## src/rtl/morse_symbol_tx.sv

```systemverilog
// Morse symbol transmitter: sends up to four dot/dash symbols of one letter on a single LED.
// Dot = 1 unit lit, dash = 3 units lit, 1 unit dark between symbols, then a one-cycle done pulse.
module morse_symbol_tx #(
    parameter int unsigned UNIT_CYCLES = 25_000_000
) (
    input  logic       clk_i,
    input  logic       reset_i,
    input  logic       start_i,
    input  logic [2:0] size_i,
    input  logic [3:0] pattern_i,
    output logic       led_o,
    output logic       busy_o,
    output logic       done_o
);

    localparam int unsigned CNT_W = $clog2(3 * UNIT_CYCLES + 1);

    localparam logic [1:0] StIdle = 2'd0;
    localparam logic [1:0] StOn   = 2'd1;
    localparam logic [1:0] StGap  = 2'd2;
    localparam logic [1:0] StDone = 2'd3;

    localparam logic [CNT_W-1:0] UnitLoad = CNT_W'(UNIT_CYCLES);
    localparam logic [CNT_W-1:0] DashLoad = CNT_W'(3 * UNIT_CYCLES);
    localparam logic [CNT_W-1:0] TimerOne = CNT_W'(1);

    logic [1:0]       state_q, state_d;
    logic [CNT_W-1:0] timer_q, timer_d;
    logic [2:0]       rem_q, rem_d;
    logic [3:0]       shreg_q, shreg_d;
    logic             led_q, led_d;
    logic             busy_q, busy_d;
    logic             done_q, done_d;

    logic [2:0]       size_eff;

    assign size_eff = (size_i > 3'd4) ? 3'd4 : size_i;

    always_comb begin
        state_d = state_q;
        timer_d = timer_q;
        rem_d   = rem_q;
        shreg_d = shreg_q;

        case (state_q)
            StIdle: begin
                if (start_i) begin
                    shreg_d = pattern_i;
                    rem_d   = size_eff;
                    if (size_eff == 3'd0) begin
                        state_d = StDone;
                    end else begin
                        state_d = StOn;
                        timer_d = pattern_i[3] ? DashLoad : UnitLoad;
                    end
                end
            end
            StOn: begin
                // Timer holds the cycles left including the current one.
                if (timer_q <= TimerOne) begin
                    rem_d   = rem_q - 3'd1;
                    shreg_d = {shreg_q[2:0], 1'b0};
                    if (rem_q <= 3'd1) begin
                        state_d = StDone;
                        timer_d = '0;
                    end else begin
                        state_d = StGap;
                        timer_d = UnitLoad;
                    end
                end else begin
                    timer_d = timer_q - TimerOne;
                end
            end
            StGap: begin
                if (timer_q <= TimerOne) begin
                    state_d = StOn;
                    timer_d = shreg_q[3] ? DashLoad : UnitLoad;
                end else begin
                    timer_d = timer_q - TimerOne;
                end
            end
            StDone: begin
                state_d = StIdle;
            end
            default: begin
                state_d = StIdle;
            end
        endcase
    end

    // Outputs are decoded from the next state so they change with the state register.
    always_comb begin
        led_d  = (state_d == StOn);
        busy_d = (state_d != StIdle);
        done_d = (state_d == StDone);
    end

    always_ff @(posedge clk_i or posedge reset_i) begin
        if (reset_i) begin
            state_q <= StIdle;
            timer_q <= '0;
            rem_q   <= '0;
            shreg_q <= '0;
            led_q   <= 1'b0;
            busy_q  <= 1'b0;
            done_q  <= 1'b0;
        end else begin
            state_q <= state_d;
            timer_q <= timer_d;
            rem_q   <= rem_d;
            shreg_q <= shreg_d;
            led_q   <= led_d;
            busy_q  <= busy_d;
            done_q  <= done_d;
        end
    end

    assign led_o  = led_q;
    assign busy_o = busy_q;
    assign done_o = done_q;

endmodule

```

## config.mk

```make
export PLATFORM = sky130hd
export DESIGN_NAME = morse_symbol_tx
export DESIGN_NICKNAME = d
export VERILOG_FILES = /design/src/rtl/morse_symbol_tx.sv
export SDC_FILE = /design/constraint.sdc
export NUM_CORES = 1
export LEC_CHECK = 0
export CORE_MARGIN = 1.5
export CORE_UTILIZATION = 37
export CTS_CLUSTER_SIZE = 14
export DETAILED_ROUTE_END_ITERATION = 12
export HOLD_SLACK_MARGIN = 0.03
export PLACE_DENSITY_LB_ADDON = 0.2
export REMOVE_ABC_BUFFERS = 1
export SLEW_MARGIN = 20
export SYNTH_ARGS = -nofsm -noshare
export SYNTH_HDL_FRONTEND = slang
export SYNTH_SLANG_ARGS = --single-unit
```

## constraint.sdc

```tcl
create_clock -name clk_i -period 8.4 [get_ports clk_i]
set_clock_uncertainty 0.2 [all_clocks]
set_input_delay 2.1 -clock clk_i [delete_from_list [all_inputs] [get_ports clk_i]]
set_output_delay 2.1 -clock clk_i [all_outputs]
set_load 0.03 [all_outputs]
```

* After elaboration in Yosys (flattened, before gate mapping)
Cells that the tools add are included.
** Storage, ports and cells
- Bits in registers :: 39
- Latch bits :: 0
- RAM bits :: 0
- ROM bits :: 0
- Input bits :: 10
- Output and inout port bits :: 3
- Logic and storage cells :: 48
- Memories kept :: 0
** Operators by class
- Add/sub/neg operators :: 2
- Multipliers :: 0
- Div/mod/pow operators :: 0
- Magnitude comparators :: 3
- Equality and inequality tests :: 8
- Shifts and indexed selects :: 0
- Multiplexer cells :: 21
- Bitwise operators :: 0
- Reduce and logical (&&, ||, !) cells :: 7
** Operators by type and width (number)
- $mux 27 :: 6
- $pmux 27 s3 :: 1
- $le 27x1->1 const B :: 1
- $sub 27x1->27 const B :: 1
- $mux 25 :: 1
- $mux 3 :: 3
- $mux 2 :: 4
- $mux 4 :: 2
- $pmux 2 s4 :: 1
- $pmux 4 s2 :: 1
- $eq 2x2->1 const B :: 3
- $ne 2x2->1 const B :: 3
- $pmux 3 s2 :: 1
- $reduce_and 3->1 :: 2
- $eq 2x1->1 const B :: 2
- $reduce_bool 2->1 :: 2
- $gt 3x3->1 const B :: 1
- $le 3x1->1 const B :: 1
- $logic_not 3->1 :: 1
- $reduce_bool 3->1 :: 1
- $sub 3x1->3 const B :: 1
- $logic_not 2->1 :: 1
- $mux 1 :: 1

* Longest topological paths before layout
Gate-level depths: netlist of the first run.
- Word-level depth :: 7
- Mapped depth :: 9
- Gate-level depth less buffers :: 8

* Worst setup path after synthesis of the first run
No wires, ideal clock.
- Kind :: input port to flip-flop
- Start :: input start_i
- End :: register timer_q[24]
- Arrival time :: 3569 ps
- Required time :: 8074 ps
- Setup slack :: 4505 ps
- Cell stages on the path :: 7
- Path buffers :: 2
- Path through :: clkbuf_1 o31ai_1 a21o_1 nor2_1 clkbuf_1 nand2_1 o311a_1
** On the way
- Word-level cells in the longest chain between the ends :: 2
** RTL lines
- start, declared :: line 8 : input logic start_i,
- $ne 2x2->1 (no line)
- $reduce_and 3->1 (no line)
- end signal, assigned :: line 109 : timer_q <= timer_d;
- end, declared :: line 28 : logic [CNT_W-1:0] timer_q, timer_d;
Every way passes these cells.
A chain may end at the register's enable or synchronous reset.

* Worst setup path in the final report of the first run
- Start :: input start_i
- End :: register timer_q[18]
Same word-level chain as after synthesis.

==> results of run 1 <==
-- placed cells by master (no fill, tap or decap), drive strengths merged, types with 2 or more instances in the layout --
cell type,instances
or4,3
a31oi,14
inv,14
clkdlybuf4s50,12
o311a,11
xnor2,8
nor3,11
or3,8
nor2,42
ha,8
o21ai,10
nand4,3
dfrtp,39
o211ai,2
nand2,18
clkbuf,6
nand3,8
a2bb2oi,3
o22ai,4
buf,2
nand2b,3
or2,2
a21o,3
xor2,3
a21oi,7
nor4,15
-- sequential cells by signal, indices dropped and copies added, names as in the netlist --
| name | count |
|---|---|
| timer_q | 27 |
| shreg_q | 4 |
| rem_q | 3 |
| state_q | 2 |
| busy_o | 1 |
| done_o | 1 |
| led_o | 1 |
-- power by group through the flow --
stage / sequential, µW / clock [µW] / combinational (µW)
after CTS: 188 / 125 / 11.0
after detailed placement: 192 / 0 / 11.0
after global placement: 192 / 0 / 10.9
final: 188 / 122 / 10.6
after floorplan: 192 / 0 / 3.80
after global routing: 188 / 133 / 12.2
-- cell families (layout without fill, tap and decap cells) --
family,Yosys count,in the layout
AOI/OAI and AO/OA,68,68
xor gates and xnor gates,11,11
adders and majority gates,8,8
buffers and inverters,24,34
DFF,39,39
muxes,1,1
and+or+nand+nor,118,118
-- layout make-up --
type,count,area (µm²)
clock buffers,6,72.57
fillers,658,3650
inverters,14,52.55
multi-input cells,206,1331
flip-flops and latches,39,975.9
well taps,77,96.34
repair buffers,14,135.1
-- per-layer routing --
metal,vias up,GRT usage,share of wire
li1,1028,-,-
met1,956,0.2456,0.51
met2,27,0.2779,0.45
met3,7,0.03479,0.029
met4,0,0.03875,0.0095
met5,-,0,0
-- worst max-delay path, delay by kind of cell --
kind,cells,cell delay (ps)
buf+inv,1,620
compound gates,3,960
simple gates,2,840
-- worst max path at each step --
stage              start           to  slack, ps  cells after the start
2_1_floorplan  size_i[1]   timer_q[4]       4550                      6
3_3_place_gp     start_i  timer_q[16]       3630                      6
3_5_place_dp     start_i  timer_q[18]       3570                      6
4_1_cts          start_i  timer_q[18]       3900                      6
5_1_grt          start_i  timer_q[18]       3650                      6
6_report         start_i  timer_q[18]       3850                      6
-- stage by stage --
step / setup slack [ps] / hold WS, ps / std cells / cell area (µm²) / util
final: 3851 / 313.2 / 356 / 2664 / 0.4219
after detailed placement: 3568 / 303.8 / 350 / 2585 / 0.4094
after floorplan: 4549 / 271.0 / 259 / 2354 / -
after global placement: 3629 / 292.9 / 350 / 2585 / 0.4094
after global routing: 3646 / 341.6 / 356 / 2664 / 0.4219
after CTS: 3899 / 321.0 / 356 / 2658 / 0.4209
==> impl_results.md, run 1 <==
- Worst-path cell chain: clkdlybuf4s50_1 -> o31ai_1 -> a21o_1 -> nor2_1 -> nand2_1 -> o311a_1
- Kind of critical path: primary input to flop
- Postcts setup bufs: 0
- WP data arrival: 4530 ps
- Worst Hold Class: flop to flop
- CTS Buf Count: 5
- R2R setup slack: 4900 ps
- Sequential power share: 0.587
- Critical Path Max Stage Delay: 620 ps
- Number of synthesized flops with an enable pin: 0
- Initial Util: 0.3789
- Seq/Total Area, Yosys: 0.4079
- Die X: 83.41 µm
- CP Max Fanout: 17
- Sum Neg Setup Slack: 0 ps
- Reg-to-Reg End: timer_q[17]
- Post-route DRC: 0
- ANT nets after route: 0
- Worst-margin pin slew: 1080 ps
- First drt pass iteration count: 4
- H-tree depth: 2
- Initial DRC count: 143
- Max_slew headroom: 0.2772
- Yosys cell types: 51
- Vias in the first global route: 1970
- Tmin final: 4549 ps
- First-pass GRT wire length: 9770 µm
- Nets@finish: 298
- CTS max path bufs: 2
- YS warnings: 0
- Yosys reg bits: 39
- Worst setup EP type: flop
- Clock Tree Root: clkbuf_8
- Switching Fraction: 0.2268
- Syn avg cell area: 8.893 µm²
- Core Rows: 29
- Die Ht: 83.41 µm
- Area share of the largest cell type after synthesis: 0.4079
- Compound-cell area share of the yosys netlist: 0.2087
- Total track usage: 0.1741
- Grt total ovfl: 0
- Clock share of power: 0.380
- Core area: 6314 µm²
- Post-synthesis adder-cell area fraction: 0.04184
- Antenna cell count: 0
- XOR/XNOR share of the synthesized area: 0.04027
- Worst Hold End: shreg_q[1]
- Initial antenna violation count: 0
- CTS resizes: 0
- Register clock-pin slew on the reported worst setup and hold paths: 80 ps
- RSZ-0062 raised after global routing: false
- Status: complete, no violations
- Clk Latency, worst-skew pair: 290 ps
- Crit path max-delay cell type: clkdlybuf4s50_1
- Post-DP HPWL: 3998 µm
- Critical path launch point type: primary input
- Final Max Tran Viols: 0
- R2R depth: 6
- Psw: 72.70 µW
- Count leader, synth: nor2_1
- Area grow syn2layout: 11.35%
- Share of layout cells above drive strength 1: 0.06452
- IO Port Bufs: 12
- Required @ worst endpoint: 8380 ps
- Hold Path Stages: 1
- Pwr dens: 120.4 nW/µm²
- Peak supply drop: 0.05902 mV
- Main combinational cell family by area after synthesis: simple AND/OR/NAND/NOR gates
- Main synth FF type: dfrtp_1
- CTS tree: yes
- Max_cap viols: 0
- DR vias/cell: 5.669
- Int Pwr: 247.9 µW
- Hold Vio Cnt, Final: 0
- Synth area leaders: dfrtp_1 41%, nor2_1 6.6%, o311a_1 4.6%
- CTS sink cnt: 39
- Final setup vio count: 0
- Final worst path period share: 0.5415
- Multiplexer area fraction after synthesis: 0.004184
- Routed wire per std cell: 16.31 µm
- Synthesized area: 2392 µm²
- Async SR Flop Fraction: 1.000
- Die area: 6957 µm²
- Max frequency: 219.8 MHz
- IO Pins: 13
- Routed WL: 5806 µm
- Design Power: 320.6 µW
- Reg-to-reg startpoint: timer_q[7]
- Yosys top cell by area: dfrtp_1
- Combinational fraction of design power: 0.033
- Largest net degree at the start of global routing: 40
- Post-Synth Simple-Gate Area: 0.2589
- Synth Instances: 269
- HP Start: shreg_q[1]
- Leakage: 0.001101 µW
- GPL Wtd Cong: 0.8363
- Commonest cells in the synthesized netlist: 42 x nor2_1, 39 x dfrtp_1, 18 x nand2_1, 14 x a31oi_1, 14 x inv_1
- Vias: 2018
- # hold bufs at CTS: 0
Note: power is estimated with default switching activity, not from simulation.
==> run 2: changes to the inputs <==
- clock period: 8.4 -> 4.7 ns (I/O delays scaled with it)
==> impl_results.md, run 2 (synthesized netlist as in run 1, its figures left out) <==
- Top routing layer in use: met4 (unchanged)
- Antenna cell count: 0 (unchanged)
- Max FFs per register: 27 (unchanged)
- Met1 Routed Length: 3061 µm (was 2974 µm)
- Vias in the first global route: 2015 (was 1970)
- Post-DP HPWL: 3890 µm (was 3998 µm)
- Met3 WL post-DR: 151 µm (was 168 µm)
- Initial antenna violation count: 0 (unchanged)
- Worst-path cell chain: clkdlybuf4s50_1 -> o31ai_1 -> a21o_1 -> nor2_1 -> nand2_1 -> o311a_1 (unchanged)
- Metal2 WL: 2486 µm (was 2608 µm)
- CTS tree: yes (unchanged)
- Clk Latency, worst-skew pair: 290 ps (about the same)
- Kind of critical path: primary input to flop (unchanged)
- Core area: 6314 µm² (unchanged)
- Final setup vio count: 0 (unchanged)
- Status: complete, no violations (unchanged)
- Reg area: 975.9 µm² (unchanged)
- Initial Util: 0.3789 (unchanged)
- Vias: 2058 (was 2018)
- Tmin final: 3657 ps
- CP Buf/Inv Count: 1 (unchanged)
- CTS resizes: 0 (unchanged)
- CP delay by family, top: compound AO/OA/AOI/OAI gates (unchanged)
- Final worst path period share: 0.7782
- Leakage: 0.001120 µW (was 0.001101 µW)
- CP Max Fanout: 17 (unchanged)
- Required @ worst endpoint: 4680 ps (was 8380 ps)
- Sum Neg Setup Slack: 0 ps (unchanged)
- RSZ-0062 raised after global routing: false (unchanged)
- Die X: 83.41 µm (unchanged)
- Routed wire per std cell: 16.27 µm (was 16.31 µm)
- CTS sink cnt: 39 (unchanged)
- Share of layout cells above drive strength 1: 0.07801 (was 0.06452)
- ANT nets after route: 0 (unchanged)
- Hold Vio Cnt, Final: 0 (unchanged)
- Crit path max-delay cell type: clkdlybuf4s50_1 (unchanged)
- Clock Tree Root: clkbuf_8 (unchanged)
- First-pass GRT wire length: 10030 µm (was 9770 µm)
- WP data arrival: 3640 ps (was 4530 ps)
- R2R depth: 6 (unchanged)
- Post-route DRC: 0 (unchanged)
- Die Ht: 83.41 µm (unchanged)
- Layout filler cell count: 646 (was 658)
- Peak supply drop: 0.1009 mV (was 0.05902 mV)
- Worst-margin pin slew: 777.0 ps (was 1080 ps)
- Postcts setup bufs: 0 (unchanged)
- Leading cell type in the layout, fill and taps excluded: nor2_1 (unchanged)
- IO Pins: 13 (unchanged)
- Multi-input logic area: 1328 µm² (was 1331 µm²)
- # hold bufs at CTS: 0 (unchanged)
- IO Port Bufs: 12 (unchanged)
- WP depth: 6 (unchanged)
- DP Area: 2592 µm² (was 2585 µm²)
- Design area: 2699 µm² (was 2664 µm²)
- Nets@finish: 299 (was 298)
- Total track usage: 0.1776 (was 0.1741)
- Max frequency: 273.4 MHz
- Hold Path Stages: 1 (unchanged)
- Pwr dens: 227.4 nW/µm² (was 120.4 nW/µm²)
- DR vias/cell: 5.733 (was 5.669)
- Critical path launch point type: primary input (unchanged)
- Worst Hold Class: flop to flop (unchanged)
- Die area: 6957 µm² (unchanged)
- Critical Path Max Stage Delay: 630 ps (was 620 ps)
- Util after Layout: 0.4275 (was 0.4219)
- Design Power: 613.7 µW (was 320.6 µW)
- Largest net degree at the start of global routing: 40 (unchanged)
- Final Max Tran Viols: 0 (unchanged)
- Core Rows: 29 (unchanged)
- H-tree depth: 2 (unchanged)
- CTS Buf Count: 5 (unchanged)
- Reg with most FFs: timer_q (unchanged)
- Register clock-pin slew on the reported worst setup and hold paths: 80 ps (about the same)
- Top flop regs: timer_q (27), shreg_q (4), rem_q (3) (unchanged)
- Max_slew headroom: 0.4820 (was 0.2772)
- Commonest cells after routing, fill and taps aside: 41 x nor2_1, 39 x dfrtp_1, 18 x nand2_1, 14 x inv_1, 14 x a31oi_1 (was 42 x nor2_1, 39 x dfrtp_1, 18 x nand2_1, 14 x inv_1, 13 x a31oi_1)
- GPL Wtd Cong: 0.8531 (was 0.8363)
- CTS max path bufs: 2 (unchanged)
- Routed WL: 5840 µm (was 5806 µm)
- Area grow syn2layout: 12.81% (was 11.35%)
- Worst setup EP type: flop (unchanged)
- Initial DRC count: 135 (was 143)
- Grt total ovfl: 0 (unchanged)
- First drt pass iteration count: 4 (unchanged)
- Max_cap viols: 0 (unchanged)
-- run 2: worst paths after layout --
check / startpoint / endpoint / slack, ps
min in group asynchronous: reset_i / rem_q[1] / 1120
setup / recovery: start_i / timer_q[12] / 1040
hold / removal: shreg_q[1] / shreg_q[1] / 300
hold reg to reg: shreg_q[1] / shreg_q[1] / 300
setup reg to reg: timer_q[7] / timer_q[11] / 1380
max in group asynchronous: reset_i / state_q[0] / 2820
-- run 2: power by group --
part           switching, µW  total, µW  internal [µW]
clock network            125        258            134
registers              0.403        336            336
logic                   11.0       19.2           8.16
-- run 2: metal layers --
layer | vias up | GRT usage
met4 | 0 | 0.06557
met2 | 38 | 0.2609
li1 | 1029 | -
met1 | 979 | 0.2604
met3 | 12 | 0.03280
met5 | - | 0
-- run 2: worst register-to-register path: stages, from the launching register on --
cell and delay, ps:
dfrtp_1 450, nor4_1 540, nand4_1 440, nor4_4 650
o21ai_1 160, a2111o_1 580, o221a_2 190
-- run 2: cell type report --
type                       count  share of cell area
tap                           77             0.03570
inverter                      14             0.01947
multi-input combinational    206              0.4919
timing repair buffer          15             0.05285
sequential                    39              0.3616
clock inverter                 1            0.002782
clock buffer                   7             0.03570
-- run 2: through the flow --
step           instances  hold WS, ps  setup slack, ps
2_1_floorplan        259        271.0             1774
3_3_place_gp         351        289.8            819.7
3_5_place_dp         351        292.9            790.9
4_1_cts              359        311.7             1099
5_1_grt              359        346.5            850.2
6_report             359        302.7             1043
==> run 3: changes to the inputs <==
- clock period: 4.7 -> 3 ns (I/O delays scaled with it)
==> impl_results.md, run 3 (synthesized netlist as in run 1, its figures left out) <==
- Die area: 6957 µm² (unchanged)
- Critical path launch point type: flop (was primary input)
- Area grow syn2layout: 20.24% (was 12.81%)
- Switching Fraction: 0.2098 (was 0.2221)
- Initial antenna violation count: 0 (unchanged)
- Initial DRC count: 137 (was 135)
- Routed wire per std cell: 15.92 µm (was 16.27 µm)
- Worst-margin pin slew: 847.8 ps (was 777.0 ps)
- Layout filler cell count: 613 (was 646)
- # hold bufs at CTS: 0 (unchanged)
- Worst Hold Class: flop to flop (unchanged)
- Required @ worst endpoint: 2980 ps (was 4680 ps)
- Sequential power share: 0.514 (was 0.548)
- Vias in the first global route: 2051 (was 2015)
- Sum Neg Setup Slack: 0 ps (unchanged)
- Post-DP HPWL: 4281 µm (was 3890 µm)
- Die X: 83.41 µm (unchanged)
- Kind of critical path: flop to flop (was primary input to flop)
- Worst setup EP type: flop (unchanged)
- Commonest cells after routing, fill and taps aside: 41 x nor2_1, 39 x dfrtp_1, 24 x buf_4, 17 x nand2_1 (was 41 x nor2_1, 39 x dfrtp_1, 18 x nand2_1, 14 x inv_1, 14 x a31oi_1)
- Final setup vio count: 0 (unchanged)
- H-tree depth: 2 (unchanged)
- ANT nets after route: 0 (unchanged)
- DR vias/cell: 5.711 (was 5.733)
- WP data arrival: 2850 ps (was 3640 ps)
- Nets@finish: 320 (was 299)
- CTS tree: yes (unchanged)
- Total track usage: 0.1851 (was 0.1776)
- Clock Tree Root: clkbuf_8 (unchanged)
- First drt pass iteration count: 6 (was 4)
- CTS Buf Count: 5 (unchanged)
- Final Max Tran Viols: 0 (unchanged)
- Largest net degree at the start of global routing: 40 (unchanged)
- Top flop regs: timer_q (27), shreg_q (4), rem_q (3) (unchanged)
- IO Pins: 13 (unchanged)
- CTS sink cnt: 39 (unchanged)
- RSZ-0062 raised after global routing: false (unchanged)
- Clock share of power: 0.455 (was 0.421)
- Initial Util: 0.3789 (unchanged)
- First-pass GRT wire length: 10380 µm (was 10030 µm)
- CTS resizes: 0 (unchanged)
- Routed WL: 6051 µm (was 5840 µm)
- Die Ht: 83.41 µm (unchanged)
- IO Port Bufs: 12 (unchanged)
- DP Area: 2750 µm² (was 2592 µm²)
- Leakage: 0.001225 µW (was 0.001120 µW)
- Grt total ovfl: 0 (unchanged)
- Share of layout cells above drive strength 1: 0.1485 (was 0.07801)
- Post-route DRC: 0 (unchanged)
- Hold Vio Cnt, Final: 0 (unchanged)
- Reg with most FFs: timer_q (unchanged)
- Register clock-pin slew on the reported worst setup and hold paths: 80 ps (about the same)
- Postcts setup bufs: 0 (unchanged)
- Util after Layout: 0.4556 (was 0.4275)
- Core Rows: 29 (unchanged)
- Int Pwr: 809.5 µW (was 477.4 µW)
- Max FFs per register: 27 (unchanged)
- CP Max Fanout: 8 (was 17)
- GPL Wtd Cong: 0.8729 (was 0.8531)
- Max_slew headroom: 0.4276 (was 0.4820)
- Max_cap viols: 0 (unchanged)
- Leading cell type in the layout, fill and taps excluded: nor2_1 (unchanged)
- Status: complete, no violations (unchanged)
- Final worst path period share: 0.9551
- Tmin final: 2865 ps
- Psw: 215.0 µW (was 136.3 µW)
- Vias: 2170 (was 2058)
- Core area: 6314 µm² (unchanged)
- CTS max path bufs: 2 (unchanged)
- Pwr dens: 356.2 nW/µm² (was 227.4 nW/µm²)
- Peak supply drop: 0.2942 mV (was 0.1009 mV)
- Clk Latency, worst-skew pair: 290 ps (about the same)
- Max frequency: 349.0 MHz
- Design area: 2877 µm² (was 2699 µm²)
- Antenna cell count: 0 (unchanged)
- Hold_ws: 303.0 ps (was 302.7 ps)
- Combinational fraction of design power: 0.031 (about the same)
run 3: final timing paths:
check	depth (start not counted)	slack (ps)	start	endpoint
max	6	130	timer_q[22]	timer_q[11]
min	1	300	shreg_q[1]	shreg_q[1]
max reg2reg	6	130	timer_q[22]	timer_q[11]
min reg2reg	1	300	shreg_q[1]	shreg_q[1]
max in group asynchronous	3	1550	reset_i	state_q[1]
min in group asynchronous	3	680	reset_i	timer_q[5]
run 3: power groups by stage:
stage,logic [µW],registers (µW),clock network [µW]
after global placement,32.9,537,0
after detailed placement,32.9,537,0
after floorplan,10.6,537,0
after global routing,35.9,527,502
after CTS,33.2,527,482
final,31.9,527,466
run 3: metrics by stage:
step	worst slack, ps	std cells	power (µW)
final	134.6	380	1024
after global routing	6.464	380	1065
after CTS	88.06	380	1042
after detailed placement	115.8	372	570.0
after global placement	112.8	372	569.9
after floorplan	78.31	259	547.5
run 3: final cells by class:
type                       count  area (µm²)  share of cell area
timing repair buffer          36       300.3              0.1044
multi-input combinational    206        1334              0.4637
inverter                      14       52.55             0.01827
tap                           77       96.34             0.03349
clock inverter                 2       35.03             0.01218
sequential                    39       975.9              0.3393
clock buffer                   6       82.58             0.02871
run 3: worst max-delay path, stage by stage, from the launching register on:
cell and delay (ps):
dfrtp_1 420, or3_4 410, or4_4 470, nor4_4 390
o21ai_1 130, a2111o_1 530, o221a_2 190
run 3: metal layers:
layer,global-route usage,part of all wire,routed length (µm)
met1,0.2692,0.50,3001
met2,0.2868,0.46,2773
met3,0.03181,0.039,237
met4,0.04769,0.0064,39
met5,0,0,0
